--- src/rtl/raster_pkg.sv ---
// Shared definitions for the raster command path: command codes, queue entry
// layout and scheduler state encodings.
package raster_pkg;

  localparam logic [1:0] CMD_NOP   = 2'b00;
  localparam logic [1:0] CMD_PIXEL = 2'b01;
  localparam logic [1:0] CMD_LINE  = 2'b10;
  localparam logic [1:0] CMD_RECT  = 2'b11;

  localparam int COORD_W = 3;
  localparam int ENTRY_W = 20;

  typedef struct packed {
    logic [1:0]         cmd;
    logic [COORD_W-1:0] x1;
    logic [COORD_W-1:0] y1;
    logic [COORD_W-1:0] x2;
    logic [COORD_W-1:0] y2;
    logic [COORD_W-1:0] w;
    logic [COORD_W-1:0] h;
  } raster_entry_t;

  typedef enum logic {
    S_IDLE = 1'b0,
    S_WAIT = 1'b1
  } sched_state_e;

endpackage

--- src/rtl/raster_cmd_scheduler_if.sv ---
// Command bus (front-end -> scheduler) and issue bus (scheduler -> rasterizer).
// master = host/rasterizer side, slave = scheduler.
interface raster_cmd_scheduler_if;
  import raster_pkg::*;

  logic               in_valid;
  logic [1:0]         in_cmd;
  logic [COORD_W-1:0] in_x1, in_y1, in_x2, in_y2, in_width, in_height;
  logic               rast_busy;
  logic               rast_done;
  logic               out_start;
  logic [1:0]         out_cmd;
  logic [COORD_W-1:0] out_x1, out_y1, out_x2, out_y2, out_width, out_height;

  modport master (
    output in_valid, in_cmd, in_x1, in_y1, in_x2, in_y2, in_width, in_height,
    output rast_busy, rast_done,
    input  out_start, out_cmd, out_x1, out_y1, out_x2, out_y2, out_width, out_height
  );

  modport slave (
    input  in_valid, in_cmd, in_x1, in_y1, in_x2, in_y2, in_width, in_height,
    input  rast_busy, rast_done,
    output out_start, out_cmd, out_x1, out_y1, out_x2, out_y2, out_width, out_height
  );

endinterface

--- src/rtl/raster_cmd_fifo.sv ---
// Synchronous FIFO for queued draw commands. A push into a full FIFO is
// accepted only when a pop frees a slot in the same cycle; otherwise drop fires.
module raster_cmd_fifo
  import raster_pkg::*;
#(
  parameter int DEPTH = 4,
  localparam int PTR_W = $clog2(DEPTH)
) (
  input  logic               clk,
  input  logic               rst_n,
  input  logic               push,
  input  logic [ENTRY_W-1:0] wdata,
  input  logic               pop,
  output logic [ENTRY_W-1:0] rdata,
  output logic               full,
  output logic               empty,
  output logic               drop,
  output logic [PTR_W:0]     count
);

  logic [ENTRY_W-1:0] mem_q [DEPTH];
  logic [ENTRY_W-1:0] mem_d [DEPTH];
  logic [PTR_W-1:0]   wr_ptr_q, wr_ptr_d, rd_ptr_q, rd_ptr_d;
  logic [PTR_W:0]     count_q, count_d;
  logic               do_push, do_pop;

  assign empty  = (count_q == '0);
  assign full   = (count_q == (PTR_W+1)'(DEPTH));
  assign do_pop  = pop & ~empty;
  assign do_push = push & (~full | do_pop);
  assign drop    = push & full & ~do_pop;
  assign rdata   = mem_q[rd_ptr_q];
  assign count   = count_q;

  // DEPTH is a power of two, so pointers wrap by natural overflow.
  always_comb begin
    mem_d    = mem_q;
    wr_ptr_d = wr_ptr_q;
    rd_ptr_d = rd_ptr_q;
    count_d  = count_q + (PTR_W+1)'(do_push) - (PTR_W+1)'(do_pop);
    if (do_push) begin
      mem_d[wr_ptr_q] = wdata;
      wr_ptr_d        = wr_ptr_q + 1'b1;
    end
    if (do_pop) rd_ptr_d = rd_ptr_q + 1'b1;
  end

  always_ff @(posedge clk or negedge rst_n) begin
    if (!rst_n) begin
      wr_ptr_q <= '0;
      rd_ptr_q <= '0;
      count_q  <= '0;
    end else begin
      wr_ptr_q <= wr_ptr_d;
      rd_ptr_q <= rd_ptr_d;
      count_q  <= count_d;
    end
  end

  always_ff @(posedge clk) mem_q <= mem_d;

endmodule

--- src/rtl/raster_cmd_scheduler.sv ---
// Queues draw commands from the front-end and issues them one at a time to the
// rasterizer over start/done, with sticky overflow and hang detection.
module raster_cmd_scheduler
  import raster_pkg::*;
#(
  parameter int DEPTH   = 4,
  parameter int TIMEOUT = 255,
  localparam int CNT_W  = $clog2(DEPTH) + 1
) (
  input  logic                   clk,
  input  logic                   rst_n,
  raster_cmd_scheduler_if.slave  bus,
  input  logic                   err_clr,
  output logic [CNT_W-1:0]       q_count,
  output logic                   idle,
  output logic                   overflow,
  output logic                   timeout_err
);

  localparam logic [7:0] TIMEOUT_C = 8'(TIMEOUT);

  sched_state_e       state_q, state_d;
  logic [7:0]         timer_q, timer_d;
  raster_entry_t      out_q, out_d, in_entry, head;
  logic               out_start_q, out_start_d;
  logic               overflow_q, overflow_d;
  logic               timeout_q, timeout_d;
  logic               rst_done_q;
  logic               push_req, pop, fifo_full, fifo_empty, fifo_drop;
  logic [ENTRY_W-1:0] fifo_rdata;

  assign in_entry = {bus.in_cmd, bus.in_x1, bus.in_y1, bus.in_x2, bus.in_y2,
                     bus.in_width, bus.in_height};
  assign head     = fifo_rdata;
  assign push_req = bus.in_valid & (bus.in_cmd != CMD_NOP);
  // rast_busy only gates issue from IDLE; WAIT ignores it.
  assign pop      = (state_q == S_IDLE) & ~fifo_empty & ~bus.rast_busy;

  raster_cmd_fifo #(.DEPTH(DEPTH)) u_fifo (
    .clk   (clk),
    .rst_n (rst_n),
    .push  (push_req),
    .wdata (in_entry),
    .pop   (pop),
    .rdata (fifo_rdata),
    .full  (fifo_full),
    .empty (fifo_empty),
    .drop  (fifo_drop),
    .count (q_count)
  );

  always_comb begin
    state_d     = state_q;
    timer_d     = timer_q;
    out_d       = out_q;
    out_start_d = 1'b0;
    // A new error in the clearing cycle keeps the flag set.
    overflow_d  = (overflow_q & ~err_clr) | fifo_drop;
    timeout_d   = timeout_q & ~err_clr;
    unique case (state_q)
      S_IDLE: begin
        if (pop) begin
          out_d       = head;
          out_start_d = 1'b1;
          timer_d     = '0;
          state_d     = S_WAIT;
        end
      end
      S_WAIT: begin
        if (bus.rast_done) begin
          state_d = S_IDLE;
        end else begin
          timer_d = timer_q + 8'd1;
          if (timer_d == TIMEOUT_C) begin
            timeout_d = 1'b1;
            state_d   = S_IDLE;
          end
        end
      end
      default: state_d = S_IDLE;
    endcase
  end

  always_ff @(posedge clk or negedge rst_n) begin
    if (!rst_n) begin
      state_q     <= S_IDLE;
      timer_q     <= '0;
      out_q       <= '0;
      out_start_q <= 1'b0;
      overflow_q  <= 1'b0;
      timeout_q   <= 1'b0;
      rst_done_q  <= 1'b0;
    end else begin
      state_q     <= state_d;
      timer_q     <= timer_d;
      out_q       <= out_d;
      out_start_q <= out_start_d;
      overflow_q  <= overflow_d;
      timeout_q   <= timeout_d;
      rst_done_q  <= 1'b1;
    end
  end

  assign idle           = rst_done_q & fifo_empty & (state_q == S_IDLE);
  assign overflow       = overflow_q;
  assign timeout_err    = timeout_q;
  assign bus.out_start  = out_start_q;
  assign bus.out_cmd    = out_q.cmd;
  assign bus.out_x1     = out_q.x1;
  assign bus.out_y1     = out_q.y1;
  assign bus.out_x2     = out_q.x2;
  assign bus.out_y2     = out_q.y2;
  assign bus.out_width  = out_q.w;
  assign bus.out_height = out_q.h;

endmodule

--- src/flat_wrapper.sv ---
// flat-port wrapper written by rule: the top's interface ports become plain ports
module raster_cmd_scheduler_flat import raster_pkg::*;
#(
  parameter int DEPTH   = 4,
  parameter int TIMEOUT = 255,
  localparam int CNT_W  = $clog2(DEPTH) + 1
)
  (clk, rst_n, err_clr, q_count, idle, overflow, timeout_err, bus_in_valid, bus_in_cmd, bus_in_x1, bus_in_y1, bus_in_x2, bus_in_y2, bus_in_width, bus_in_height, bus_rast_busy, bus_rast_done, bus_out_start, bus_out_cmd, bus_out_x1, bus_out_y1, bus_out_x2, bus_out_y2, bus_out_width, bus_out_height);
  raster_cmd_scheduler_if bus_i ();
  input  logic clk;
  input  logic rst_n;
  input  logic err_clr;
  output logic [CNT_W-1:0] q_count;
  output logic idle;
  output logic overflow;
  output logic timeout_err;
  input wire logic [$bits(bus_i.in_valid)-1:0] bus_in_valid;
  input wire logic [$bits(bus_i.in_cmd)-1:0] bus_in_cmd;
  input wire logic [$bits(bus_i.in_x1)-1:0] bus_in_x1;
  input wire logic [$bits(bus_i.in_y1)-1:0] bus_in_y1;
  input wire logic [$bits(bus_i.in_x2)-1:0] bus_in_x2;
  input wire logic [$bits(bus_i.in_y2)-1:0] bus_in_y2;
  input wire logic [$bits(bus_i.in_width)-1:0] bus_in_width;
  input wire logic [$bits(bus_i.in_height)-1:0] bus_in_height;
  input wire logic [$bits(bus_i.rast_busy)-1:0] bus_rast_busy;
  input wire logic [$bits(bus_i.rast_done)-1:0] bus_rast_done;
  output wire logic [$bits(bus_i.out_start)-1:0] bus_out_start;
  output wire logic [$bits(bus_i.out_cmd)-1:0] bus_out_cmd;
  output wire logic [$bits(bus_i.out_x1)-1:0] bus_out_x1;
  output wire logic [$bits(bus_i.out_y1)-1:0] bus_out_y1;
  output wire logic [$bits(bus_i.out_x2)-1:0] bus_out_x2;
  output wire logic [$bits(bus_i.out_y2)-1:0] bus_out_y2;
  output wire logic [$bits(bus_i.out_width)-1:0] bus_out_width;
  output wire logic [$bits(bus_i.out_height)-1:0] bus_out_height;
  assign bus_i.in_valid = bus_in_valid;
  assign bus_i.in_cmd = bus_in_cmd;
  assign bus_i.in_x1 = bus_in_x1;
  assign bus_i.in_y1 = bus_in_y1;
  assign bus_i.in_x2 = bus_in_x2;
  assign bus_i.in_y2 = bus_in_y2;
  assign bus_i.in_width = bus_in_width;
  assign bus_i.in_height = bus_in_height;
  assign bus_i.rast_busy = bus_rast_busy;
  assign bus_i.rast_done = bus_rast_done;
  assign bus_out_start = bus_i.out_start;
  assign bus_out_cmd = bus_i.out_cmd;
  assign bus_out_x1 = bus_i.out_x1;
  assign bus_out_y1 = bus_i.out_y1;
  assign bus_out_x2 = bus_i.out_x2;
  assign bus_out_y2 = bus_i.out_y2;
  assign bus_out_width = bus_i.out_width;
  assign bus_out_height = bus_i.out_height;
  raster_cmd_scheduler #(.DEPTH(DEPTH), .TIMEOUT(TIMEOUT)) u_core (.clk(clk), .rst_n(rst_n), .bus(bus_i), .err_clr(err_clr), .q_count(q_count), .idle(idle), .overflow(overflow), .timeout_err(timeout_err));
endmodule
--- config.mk ---
export PLATFORM = sky130hd
export DESIGN_NAME = raster_cmd_scheduler_flat
export DESIGN_NICKNAME = d
export VERILOG_FILES = /design/src/rtl/raster_pkg.sv /design/src/rtl/raster_cmd_scheduler_if.sv /design/src/rtl/raster_cmd_fifo.sv /design/src/rtl/raster_cmd_scheduler.sv /design/src/flat_wrapper.sv
export SDC_FILE = /design/constraint.sdc
export NUM_CORES = 1
export LEC_CHECK = 0
export BUFFER_PORTS_ARGS = -buffer_cell sky130_fd_sc_hd__buf_2
export CORE_MARGIN = 5
export CORE_UTILIZATION = 40
export CTS_CLUSTER_DIAMETER = 200
export DETAILED_ROUTE_END_ITERATION = 6
export PLACE_DENSITY_LB_ADDON = 0.05
export SLEW_MARGIN = 20
export SYNTH_ARGS = -nofsm -noshare
export SYNTH_HDL_FRONTEND = slang
export SYNTH_SLANG_ARGS = --single-unit
export TNS_END_PERCENT = 100
--- constraint.sdc ---
create_clock -name clk -period 3.4 [get_ports clk]
set_clock_uncertainty 0.05 [all_clocks]
set_input_delay 0 -clock clk [delete_from_list [all_inputs] [get_ports clk]]
set_output_delay 0 -clock clk [all_outputs]
set_load 0.02 [all_outputs]
Yosys cells after proc, flatten, opt, wreduce, memory -nomap -nowiden:

Index checks and enable logic that the tools add are counted.
Widths: inputs -> output; s select.

* $add $sub $neg: 5
* order comparisons: 3
* equal/unequal tests: 4
* mux-type cells: 17
* bitwise logic cells: 21
* reduce and logical (&&, ||, !) cells: 5

Operators by type and width (number)
* $bwmux 80: 1
* $mux 20: 3
* $bmux 20 s2: 1
* $demux 20 s2: 1
* $mux 8: 2
* $pmux 8 s2: 1
* $and 1x1->1: 11
* $add 8x1->8 const B: 1
* $eq 8x8->1 const B: 1
* $mux 1: 7
* $ge 3x3->1 const B: 2
* $not 1->1: 6
* $not 2->3: 2
* $add 2x1->2 const B: 2
* $ne 2x2->1 const B: 2
* $reduce_and 2->1: 2
* $add 3x1->3: 1
* $eq 3x3->1 const B: 1
* $logic_not 3->1: 1
* $lt 3x1->1 const B: 1
* $sub 3x1->3: 1
* $or 1x1->1: 2
* $pmux 1 s2: 1
* $reduce_bool 2->1: 1
* $logic_and 1x1->1: 1

* flip-flop bits (word level): 120
* output and inout port bits: 27
* word-level logic and storage cells: 75

Longest topological paths before layout:

Gate-level depths: netlist of the first run.

* word-level depth: 9
* depth in mapped cells: 12
* gate-level depth less buffers: 11

Hierarchy:

From an unflattened synthesis of the first run, not the netlist that was laid out.

* cells, all modules: 254
* area, all modules: 4748.3 um^2

By module, submodules not included
* raster_cmd_fifo: instances 1, cells an instance 141, area an instance 3315.7 um^2
* raster_cmd_scheduler: instances 1, cells an instance 113, area an instance 1432.6 um^2

Worst setup path before layout of the first run:

OpenSTA, ideal clock, no wires.

* path kind: register to register
* from: register u_core.u_fifo.count_q[1] (netlist: u_core.u_fifo.count[1])
* to: register u_core.u_fifo.count_q[2] (netlist: u_core.u_fifo.count[2])
* data arrival time: 2455 ps
* data required time: 3220 ps
* path slack: 765 ps
* cell stages (with the launch flop): 12
* path buffers: 1
* clock period less this slack: 2635 ps
* path through: dfrtp_1 or4b_1 nor2b_1 clkbuf_1 inv_1 ha_1 inv_1 ha_1 inv_1 fa_1 xnor2_1 xnor2_1

* longest elaborated chain between the ends: 9
* elaborated cells between the ends (all ways): 11
* classes of those cells: add/sub (2); eq/ne (1); bitwise (7); reduce/logical (1)

RTL lines
* start, declared: RTL line raster_cmd_fifo.sv:24 `logic [PTR_W:0] count_q, count_d;`
* start signal, assigned: RTL line raster_cmd_fifo.sv:56 `count_q <= count_d;`
* $logic_not 3->1: RTL line raster_cmd_fifo.sv:27 `assign empty = (count_q == '0);`
* $not 1->1: RTL line raster_cmd_fifo.sv:29, raster_cmd_scheduler.sv:37
* $and 1x1->1 (2 in a row): RTL line raster_cmd_scheduler.sv:37 `assign pop = (state_q == S_IDLE) & ~fifo_empty & ~bus.rast_busy;`
* $and 1x1->1: RTL line raster_cmd_fifo.sv:29 `assign do_pop = pop & ~empty;`
* $or 1x1->1: RTL line raster_cmd_fifo.sv:30 `assign do_push = push & (~full | do_pop);`
* $and 1x1->1: RTL line raster_cmd_fifo.sv:30
* $add 3x1->3: RTL line raster_cmd_fifo.sv:40 `count_d = count_q + (PTR_W+1)'(do_push) - (PTR_W+1)'(do_pop);`
* $sub 3x1->3 *: RTL line raster_cmd_fifo.sv:40
* named net u_core.u_fifo.count_d[2]: RTL line raster_cmd_fifo.sv:24

The timed path passes the listed nets; every way through them passes the cells marked *.
A chain may end at the register's enable or synchronous reset.

Final worst setup path of the first run:

Ends and elaborated chain as after synthesis.

==> results.md, run 1 <==
- **class of the most critical hold timing path** in2async
- **sum of negative setup slack** 0 ps
- **Detailed Route Iter0 Violations** 176
- **Clock Tree Buf Depth** 2
- **data arrival at the endpoint of the critical path** 2890 ps
- **total of endpoints with negative setup slack in the final report** 0
- **number of buffers added by the clock tree synthesis step** 17
- **main area contributors after synthesis** sky130_fd_sc_hd__edfxtp_1 (51%), sky130_fd_sc_hd__dfrtp_1 (21%), sky130_fd_sc_hd__mux4_2 (9.6%)
- **count of unresolved DRC violations after routing** 0
- **Row Count** 39
- **clock input transition at the sequential cells of the worst setup and hold paths** 50 ps
- **transition time of the tightest slew-check pin** 1038 ps
- **post-detailed-routing wire length** 9.018 mm
- **Worst Reg-to-Reg Cells** 10
- **clock insertion delay at the later pin of the skew report** 400 ps
- **worst-path fanout max** 8
- **Critical Path Sink Type** register
- **area of the die** 0.01395 sq mm
- **area added between synthesis and finish** 26.46%
- **post-synth design cell area** 0.004677 sq mm
- **number of instances in the synthesized netlist** 295
- **drt wl/cell** 16.67 um
- **root buffer cell** sky130_fd_sc_hd__clkbuf_16
- **remaining number of nets flagged by the antenna check after routing** 0
- **global-route wire length before repair** 15.08 mm
- **Clock Sink Count** 120
- **start point of the critical path** u_core.u_fifo.count[1]
- **maximum frequency from static timing analysis** 381.8 MHz
- **capture instance of the worst register-to-register path** u_core.u_fifo.count[2]
- **Overflow after GRT** 0
- **Fin Hold WS** 94.67 ps
- **number of global-route vias before repair** 2864
- **share of the cycle needed by the critical path after routing** 77.03%
- **CTS resizes** 0
- **number of warnings reported in the yosys synthesis log** 0
- **number of search-and-repair iterations in the first detailed-routing pass** 4
- **Die Span X** 118.1 um
- **commonest register cell after synthesis** sky130_fd_sc_hd__edfxtp_1
- **areal power density over the cells** 857.5 mW/mm^2
- **Seq cells post-synth** 120
- **startpoint type of the worst setup path** register
- **dominant cell type by area after synthesis** sky130_fd_sc_hd__edfxtp_1
- **Yosys cell types** 34
- **core region area** 0.01142 sq mm
- **Via density** 4.821
- **Slew headroom** 30.80%
- **max-capacitance violation count** 0
- **sequential fraction of the synthesis area** 72.77%
- **number of nets in the layout** 420
- **non-filler cells, final** 541
- **count of pins on the block boundary** 53
- **DP Cell Count** 486
- **starting density of the core** 40.96%
- **antenna fix cells** 0
- **number of enable flip-flop cells after synthesis** 80
- **RSZ-0062 raised after global routing** false
- **Design Power** 5072 uW
- **count of input and output buffers** 52
- **crit path kind** reg2reg
- **global placer's final weighted congestion** 0.7254
- **post-CTS setup buffers** 0
- **Synth Net Count** 330
- **fraction of final layout cells sized beyond drive strength 1** 28.14%
- **final hold violation count** 0
- **clock tree from TritonCTS** done
- **largest net degree at the start of global routing** 41
- **required time worst endpoint** 3670 ps
- **Lkg Pwr** 0.002393 uW
- **maximum resistive drop on vdd** 449.0 uV
- **post-layout minimum cycle time** 2619 ps
- **setup slack of the worst register-to-register path** 780 ps
- **Max Transition Viols Final** 0
- **ys async rst share** 33.33%
- **status** complete, no violations
- **HPWL after detailed placement** 5.236 mm
- **mean instance size in the synthesized netlist** 15.85 sq um
- **worst setup path end** u_core.u_fifo.count[2]
- **ranking of synthesized cells by instance count** sky130_fd_sc_hd__edfxtp_1 (80), sky130_fd_sc_hd__nand2_1 (65), sky130_fd_sc_hd__dfrtp_1 (40)
- **H-tree depth** 4
- **portion of synthesized cell area occupied by the leading cell type** 51.36%
- **Reg2Reg Launch Point** u_core.u_fifo.count[1]
- **fill cell total of the finished layout** 998
- **number of antenna violations at the first check in global routing** 0
- **GRT Overall Usage** 14.24%
- **total of hold buffers inserted after clock tree synthesis** 23
- **height of the chip** 118.1 um
- **most frequent cell after synthesis** sky130_fd_sc_hd__edfxtp_1
- **vias after detailed routing** 2608
[state kept, by name (all words and copies together), names as in the netlist, 2 cells and up]
signal                  flops
u_core.bus.out_cmd          2
u_core.bus.out_height       3
u_core.bus.out_width        3
u_core.bus.out_x1           3
u_core.bus.out_x2           3
u_core.bus.out_y1           3
u_core.bus.out_y2           3
u_core.timer_q              8
u_core.u_fifo.count         3
u_core.u_fifo.mem_q        80
u_core.u_fifo.rd_ptr_q      2
u_core.u_fifo.wr_ptr_q      2
[routing by layer]
layer  vias to the layer above  global-route usage, %  routed length, um
met5                         -                      0                  0
met4                         0                  5.161                 82
met3                         6                  4.967                322
met2                        41                  23.52               4510
met1                      1313                  17.38               4102
li1                       1248                      -                  -
[critical path, stage by stage (launching register included)]
cell and delay (ps):
sky130_fd_sc_hd__dfrtp_1 440, sky130_fd_sc_hd__or4b_1 560, sky130_fd_sc_hd__nor2b_1 230, sky130_fd_sc_hd__inv_1 100, sky130_fd_sc_hd__ha_1 220, sky130_fd_sc_hd__inv_1 50
sky130_fd_sc_hd__ha_1 130, sky130_fd_sc_hd__inv_1 50, sky130_fd_sc_hd__fa_1 380, sky130_fd_sc_hd__xnor2_1 180, sky130_fd_sc_hd__xnor2_1 140
[how the worst min path moves through the flow]
stage	to	start	slack (ps)
floorplan	u_core.bus.out_cmd[0]	rst_n	-350
global placement	u_core.u_fifo.mem_q[29]	bus_in_x2[0]	170
detailed placement	u_core.overflow	err_clr	170
CTS	u_core.bus.out_cmd[1]	bus_rast_busy	160
global route	u_core.bus.out_cmd[1]	rst_n	150
finish	u_core.bus.out_cmd[1]	rst_n	90
[through the flow]
step	area (sq um)	utilization, %	setup slack (ps)
after detailed placement	5124	44.87	786.1
after CTS	5912	51.78	753.8
after global routing	5914	51.80	526.3
after global placement	5124	44.87	854.0
final	5914	51.80	780.9
after floorplan	4677	-	764.8
[cell families (layout without fill, tap and decap cells)]
kind of cell | after synthesis | in the layout | synth area share (%)
buf+inv | 22 | 125 | 1.846
flops | 120 | 120 | 72.77
simple gates | 94 | 94 | 8.962
mux | 20 | 20 | 9.631
fa+ha+maj | 9 | 9 | 2.568
other cells | 1 | 1 | 0.08018
compound gates | 20 | 20 | 2.461
xor+xnor | 9 | 9 | 1.685
[layout by cell type (no fill, tap or decap), types with 8 or more instances in the layout]
| cell | synthesis | routed |
|---|---|---|
| sky130_fd_sc_hd__buf_2 | 3 | 51 |
| sky130_fd_sc_hd__buf_4 | 0 | 8 |
| sky130_fd_sc_hd__clkbuf_16 | 0 | 17 |
| sky130_fd_sc_hd__dfrtp_1 | 40 | 40 |
| sky130_fd_sc_hd__dlygate4sd3_1 | 0 | 23 |
| sky130_fd_sc_hd__edfxtp_1 | 80 | 80 |
| sky130_fd_sc_hd__ha_1 | 8 | 8 |
| sky130_fd_sc_hd__inv_1 | 11 | 11 |
| sky130_fd_sc_hd__mux4_2 | 20 | 20 |
| sky130_fd_sc_hd__nand2_1 | 65 | 65 |
| sky130_fd_sc_hd__o21ai_0 | 13 | 13 |
| sky130_fd_sc_hd__xnor2_1 | 8 | 8 |
[area by class of cell]
cell class | instances | area (sq um) | area share, %
Clock buffer | 20 | 456.7 | 7.722
Clock inverter | 12 | 101.3 | 1.714
Inverter | 11 | 41.29 | 0.6981
Multi-Input combinational cell | 153 | 1187 | 20.08
Sequential cell | 120 | 3403 | 57.54
Tap cell | 143 | 178.9 | 3.025
Timing Repair Buffer | 82 | 545.5 | 9.224
[where the power goes]
group          switching (uW)  internal, uW
Combinational             734           567
Clock                     613          1040
Sequential                212          1910
Note: power is estimated with default switching activity, not from simulation.
==> run 2: changes to the inputs <==
==> constraint.sdc (replaced) <==
create_clock -name clk -period 2.62 [get_ports clk]
set_clock_uncertainty 0.05 [all_clocks]
set_input_delay 0 -clock clk [delete_from_list [all_inputs] [get_ports clk]]
set_output_delay 0 -clock clk [all_outputs]
set_load 0.02 [all_outputs]
==> run 2 against run 1 <==
Against the previous run:
- sequential share of layout area shrank 1.2 points
- combinational power increased by 41%
- die area is the same
- register-to-register slack worse by 590 ps
- utilization up 1.1 points
- worst setup slack worse by 590 ps
- via count grew 0.84%
- critical endpoint unchanged
- largest power group unchanged
- highest routed layer unchanged
==> results.md, run 2 (synthesized netlist as in run 1, its figures left out) <==
- **clock input transition at the sequential cells of the worst setup and hold paths** 60 ps
- **crit-path leading delay family** simple AND/OR/NAND/NOR gates
- **H-tree depth** 4
- **core region area** 0.01142 sq mm
- **GRT Overall Usage** 14.12%
- **capture instance of the worst register-to-register path** u_core.u_fifo.count[2]
- **number of buffers added by the clock tree synthesis step** 17
- **root buffer cell** sky130_fd_sc_hd__clkbuf_16
- **starting density of the core** 40.96%
- **share of the cycle needed by the critical path after routing** 92.88%
- **count of unresolved DRC violations after routing** 0
- **startpoint type of the worst setup path** register
- **total of endpoints with negative setup slack in the final report** 0
- **HPWL after detailed placement** 5.368 mm
- **Largest regs** u_core.u_fifo.mem_q x80, u_core.timer_q x8
- **Overflow after GRT** 0
- **maximum frequency from static timing analysis** 410.9 MHz
- **Clock Sink Count** 120
- **global-route wire length before repair** 15.17 mm
- **RSZ-0062 raised after global routing** false
- **total area of multi-input combinational cells** 0.001197 sq mm
- **Detailed Route Iter0 Violations** 112
- **final hold violation count** 0
- **fill cell total of the finished layout** 976
- **number of global-route vias before repair** 2852
- **maximum resistive drop on vdd** 643.3 uV
- **largest net degree at the start of global routing** 41
- **areal power density over the cells** 1148 mW/mm^2
- **remaining number of nets flagged by the antenna check after routing** 0
- **worst hold path cell count** 4
- **global placer's final weighted congestion** 0.7421
- **Min-Delay Startpoint** bus_rast_done
- **post-detailed-routing wire length** 8.929 mm
- **class of the most critical hold timing path** in2reg
- **Reg2Reg Launch Point** u_core.u_fifo.count[1]
- **Slew headroom** 62.41%
- **data arrival at the endpoint of the critical path** 2670 ps
- **setup slack of the worst register-to-register path** 190 ps
- **Worst Reg-to-Reg Cells** 10
- **status** complete, no violations
- **Row Count** 39
- **post-layout minimum cycle time** 2433 ps
- **max-capacitance violation count** 0
- **Clock Tree Buf Depth** 2
- **Critical Path, Cell by Cell** or4b_1, nor2b_1, inv_1, ha_1, inv_1, ha_1, inv_1, fa_2, xnor2_2, xnor2_1
- **fraction of final layout cells sized beyond drive strength 1** 29.95%
- **required time worst endpoint** 2860 ps
- **vias after detailed routing** 2630
- **area used by sequential logic in the layout** 0.003405 sq mm
- **antenna fix cells** 0
- **most frequent standard cell in the layout excluding fill and tap cells** sky130_fd_sc_hd__edfxtp_1
- **Max Transition Viols Final** 0
- **clock tree from TritonCTS** done
- **area added between synthesis and finish** 29.19%
- **Via density** 4.808
- **terminating pin of the worst hold path** u_core.timer_q[3]
- **Die Span X** 118.1 um
- **Critical Path Sink Type** register
- **Fin Hold WS** 56.24 ps
- **commonest non-fill, non-tap cells in the layout** sky130_fd_sc_hd__edfxtp_1 (80), sky130_fd_sc_hd__nand2_1 (65), sky130_fd_sc_hd__buf_2 (51)
- **number of antenna violations at the first check in global routing** 0
- **transition time of the tightest slew-check pin** 563.8 ps
- **worst-path fanout max** 5
- **register with the most flip-flops** u_core.u_fifo.mem_q
- **number of nets in the layout** 426
- **Lkg Pwr** 0.002447 uW
- **peak per-stage delay on the critical path** 540 ps
- **number of search-and-repair iterations in the first detailed-routing pass** 4
- **count of pins on the block boundary** 53
- **area of the die** 0.01395 sq mm
- **crit path kind** reg2reg
- **sum of negative setup slack** 0 ps
- **count of input and output buffers** 52
- **clock insertion delay at the later pin of the skew report** 400 ps
- **drt wl/cell** 16.32 um
- **slowest cell on the critical path** sky130_fd_sc_hd__or4b_1
- **flip-flop count of the largest register after layout** 80
- **CP bufs+invs** 3
- **most used cell along the critical path** sky130_fd_sc_hd__inv_1
- **height of the chip** 118.1 um
- **Design Power** 6935 uW
[run 2: cell types whose count changed in the layout (fill, tap and decap cells not counted), moves of 2 or more]
cell,delta
sky130_fd_sc_hd__buf_4,+6
sky130_fd_sc_hd__clkinv_2,-5
sky130_fd_sc_hd__bufinv_16,+3
sky130_fd_sc_hd__clkbuf_8,-2
sky130_fd_sc_hd__inv_6,+2
[run 2: area by class of cell]
cell class | count | area share (%)
multi-input combinational | 153 | 19.82
inverter | 11 | 0.6834
clock buffer | 19 | 7.165
timing repair buffer | 88 | 9.774
tap | 143 | 2.961
clock inverter | 13 | 3.251
sequential | 120 | 56.35
[run 2: worst max path at each step]
stage                                start                     end  slack, ps  cells after the start
floorplan           u_core.u_fifo.count[2]  u_core.u_fifo.count[2]         20                     11
global placement    u_core.u_fifo.count[1]  u_core.u_fifo.count[2]        170                     10
detailed placement  u_core.u_fifo.count[1]  u_core.u_fifo.count[2]        130                     10
CTS                 u_core.u_fifo.count[1]  u_core.u_fifo.count[2]        110                     10
global route        u_core.u_fifo.count[1]  u_core.u_fifo.count[2]         40                     10
finish              u_core.u_fifo.count[1]  u_core.u_fifo.count[2]        190                     10
[run 2: metrics by stage]
| stage | worst slack (ps) | cell area (sq um) | utilization, % | std cells |
|---|---|---|---|---|
| final | 186.5 | 6042 | 52.91 | 547 |
| after global routing | 36.16 | 6042 | 52.91 | 547 |
| after CTS | 109.5 | 6015 | 52.67 | 545 |
| after detailed placement | 129.4 | 5155 | 45.15 | 490 |
| after global placement | 172.0 | 5155 | 45.15 | 490 |
| after floorplan | 17.00 | 4678 | - | 295 |
[run 2: timing repair]
action,4_1_cts,5_1_grt
gates resized for setup,0,2
hold buffers,23,0
hold endpoints to repair,122,0
endpoints found under the setup margin,0,1
buffers inserted,0,2
[run 2: routing by layer]
metal / up-vias / track usage [%] / wire length [um]
met5: - / 0 / 0
met4: 0 / 4.659 / 67
met3: 6 / 5.205 / 372
met2: 43 / 22.78 / 4542
met1: 1320 / 17.72 / 3946
li1: 1261 / - / -
[run 2: where the power goes]
group / total [uW] / internal (uW) / switching, uW
logic: 1830 / 789 / 1040
registers: 2670 / 2480 / 188
clock network: 2440 / 1610 / 832
[run 2: worst reg2reg max path: stages (launching register included)]
cell                      delay, ps
sky130_fd_sc_hd__dfrtp_2        420
sky130_fd_sc_hd__or4b_1         550
sky130_fd_sc_hd__nor2b_1        170
sky130_fd_sc_hd__inv_1           70
sky130_fd_sc_hd__ha_1           220
sky130_fd_sc_hd__inv_1           50
sky130_fd_sc_hd__ha_1           130
sky130_fd_sc_hd__inv_1           50
sky130_fd_sc_hd__fa_2           350
sky130_fd_sc_hd__xnor2_2        140
sky130_fd_sc_hd__xnor2_1        120
==> run 3: changes to the inputs <==
--- a/config.mk
+++ b/config.mk
@@ -11,6 +11,7 @@
 export CTS_CLUSTER_DIAMETER = 200
 export DETAILED_ROUTE_END_ITERATION = 6
 export PLACE_DENSITY_LB_ADDON = 0.05
+export REMOVE_ABC_BUFFERS = 1
 export SLEW_MARGIN = 20
 export SYNTH_ARGS = -nofsm -noshare
 export SYNTH_HDL_FRONTEND = slang
==> run 3 against run 2 <==
Against the previous run:
- flip-flop and latch count is the same
- largest power group unchanged
- critical endpoint unchanged
- combinational power shrank 2%
- total power shrank 2.7%
- largest cell class unchanged
- worst hold slack gained 26 ps
- count of clock-buffer cells in the layout grew 2
- routed wire length grew 1.4%
==> results.md, run 3 (synthesized netlist as in run 1, its figures left out) <==
- **status** complete, no violations
- **placed standard-cell area** 0.005184 sq mm
- **crit path kind** reg2reg
- **count of input and output buffers** 52
- **Fin Hold WS** 82.63 ps
- **core region area** 0.01142 sq mm
- **area of the die** 0.01395 sq mm
- **Die Span X** 118.1 um
- **maximum resistive drop on vdd** 717.4 uV
- **HPWL after detailed placement** 5.337 mm
- **number of global-route vias before repair** 2685
- **maximum frequency from static timing analysis** 409.4 MHz
- **clock input transition at the sequential cells of the worst setup and hold paths** 50 ps
- **post-layout minimum cycle time** 2443 ps
- **number of antenna violations at the first check in global routing** 0
- **post-route cell area** 0.005987 sq mm
- **startpoint type of the worst setup path** register
- **area added between synthesis and finish** 28.01%
- **GRT Overall Usage** 14.07%
- **remaining number of nets flagged by the antenna check after routing** 0
- **Slew headroom** 60.34%
- **global placer's final weighted congestion** 0.7344
- **clock insertion delay at the later pin of the skew report** 400 ps
- **root buffer cell** sky130_fd_sc_hd__clkbuf_16
- **final hold violation count** 0
- **largest net degree at the start of global routing** 41
- **class of the most critical hold timing path** in2async
- **RSZ-0062 raised after global routing** false
- **Via density** 4.807
- **antenna fix cells** 0
- **number of search-and-repair iterations in the first detailed-routing pass** 4
- **global-route wire length before repair** 14.85 mm
- **drt wl/cell** 16.65 um
- **required time worst endpoint** 2860 ps
- **areal power density over the cells** 1127 mW/mm^2
- **register with the most flip-flops** u_core.u_fifo.mem_q
- **max-capacitance violation count** 0
- **vias after detailed routing** 2615
- **commonest non-fill, non-tap cells in the layout** sky130_fd_sc_hd__edfxtp_1 (80), sky130_fd_sc_hd__nand2_1 (65), sky130_fd_sc_hd__buf_2 (51)
- **most frequent standard cell in the layout excluding fill and tap cells** sky130_fd_sc_hd__edfxtp_1
- **height of the chip** 118.1 um
- **number of buffers added by the clock tree synthesis step** 17
- **H-tree depth** 4
- **Overflow after GRT** 0
- **Clock Tree Buf Depth** 2
- **clock tree from TritonCTS** done
- **Lkg Pwr** 0.002422 uW
- **fraction of final layout cells sized beyond drive strength 1** 27.68%
- **flip-flop count of the largest register after layout** 80
- **share of the cycle needed by the critical path after routing** 93.23%
- **transition time of the tightest slew-check pin** 594.9 ps
- **number of nets in the layout** 423
- **count of pins on the block boundary** 53
- **post-detailed-routing wire length** 9.055 mm
- **Critical Path Sink Type** register
- **post-CTS setup buffers** 0
- **Max Transition Viols Final** 0
- **worst-path fanout max** 3
- **data arrival at the endpoint of the critical path** 2680 ps
- **Detailed Route Iter0 Violations** 131
- **total of endpoints with negative setup slack in the final report** 0
- **starting density of the core** 40.96%
- **Largest regs** u_core.u_fifo.mem_q x80, u_core.timer_q x8
- **Clock Sink Count** 120
- **Row Count** 39
- **fill cell total of the finished layout** 956
- **count of unresolved DRC violations after routing** 0
## run 3: changes by cell type in the layout (fill, tap and decap cells not counted), sizes merged
cell	previous run	this run
buf	65	62
bufinv	4	3
clkbuf	19	21
clkinv	4	7
clkinvlp	2	1
inv	14	11
## run 3: final cells by class
type	count	area, sq um	area share [%]
repair buffers	85	605.6	10.11
flip-flops and latches	120	3403	56.84
multi-input cells	153	1187	19.83
clock inverters	11	130.1	2.173
well taps	143	178.9	2.989
inverters	11	41.29	0.6897
clock buffers	21	440.4	7.356
## run 3: stage by stage
stage	utilization (%)	setup slack, ps	std cells	setup TNS (ps)	power, uW
2_1_floorplan	-	-244.3	284	-337.9	3869
3_3_place_gp	45.40	218.1	489	0	4542
3_5_place_dp	45.40	172.0	489	0	4570
4_1_cts	52.41	153.3	544	0	6865
5_1_grt	52.43	24.44	544	0	7149
6_report	52.43	177.3	544	0	6750
## run 3: what timing repair did
| item | in CTS | in global routing |
|---|---|---|
| gates resized for setup | 0 | 0 |
| hold endpoints to repair | 122 | 0 |
| hold buffers | 23 | 0 |
## run 3: per-layer routing
layer,vias up,part of all wire [%],global-route usage (%)
li1,1265,-,-
met2,51,48,21.17
met4,0,2.1,6.452
met1,1284,46,18.56
met3,15,3.9,4.728
met5,-,0,0
## run 3: path summary, 6_finish.rpt
path | startpoint | to | slack [ps] | depth (start not counted)
setup / recovery | u_core.state_q | u_core.u_fifo.count[2] | 180 | 11
hold / removal | rst_n | u_core.bus.out_cmd[1] | 80 | 2
setup reg to reg | u_core.state_q | u_core.u_fifo.count[2] | 180 | 11
hold reg to reg | u_core.bus.out_height[2] | u_core.bus.out_height[2] | 420 | 2
max in group asynchronous | rst_n | u_core.bus.out_y1[0] | 2040 | 2
min in group clk | bus_rast_busy | u_core.bus.out_cmd[0] | 180 | 7
## run 3: critical path, cell delays in order (launching register included)
cell	delay, ps
sky130_fd_sc_hd__dfrtp_1	370
sky130_fd_sc_hd__nor2_1	80
sky130_fd_sc_hd__or4b_1	500
sky130_fd_sc_hd__nor2b_1	170
sky130_fd_sc_hd__inv_1	80
sky130_fd_sc_hd__ha_1	220
sky130_fd_sc_hd__inv_1	60
sky130_fd_sc_hd__ha_1	130
sky130_fd_sc_hd__inv_1	50
sky130_fd_sc_hd__fa_1	370
sky130_fd_sc_hd__xnor2_1	140
sky130_fd_sc_hd__xnor2_1	120
## run 3: power by group
part / switching, uW / total (uW) / internal (uW)
Combinational: 988 / 1790 / 799
Clock: 771 / 2250 / 1480
Sequential: 239 / 2720 / 2480
Total: 2000 / 6750 / 4750
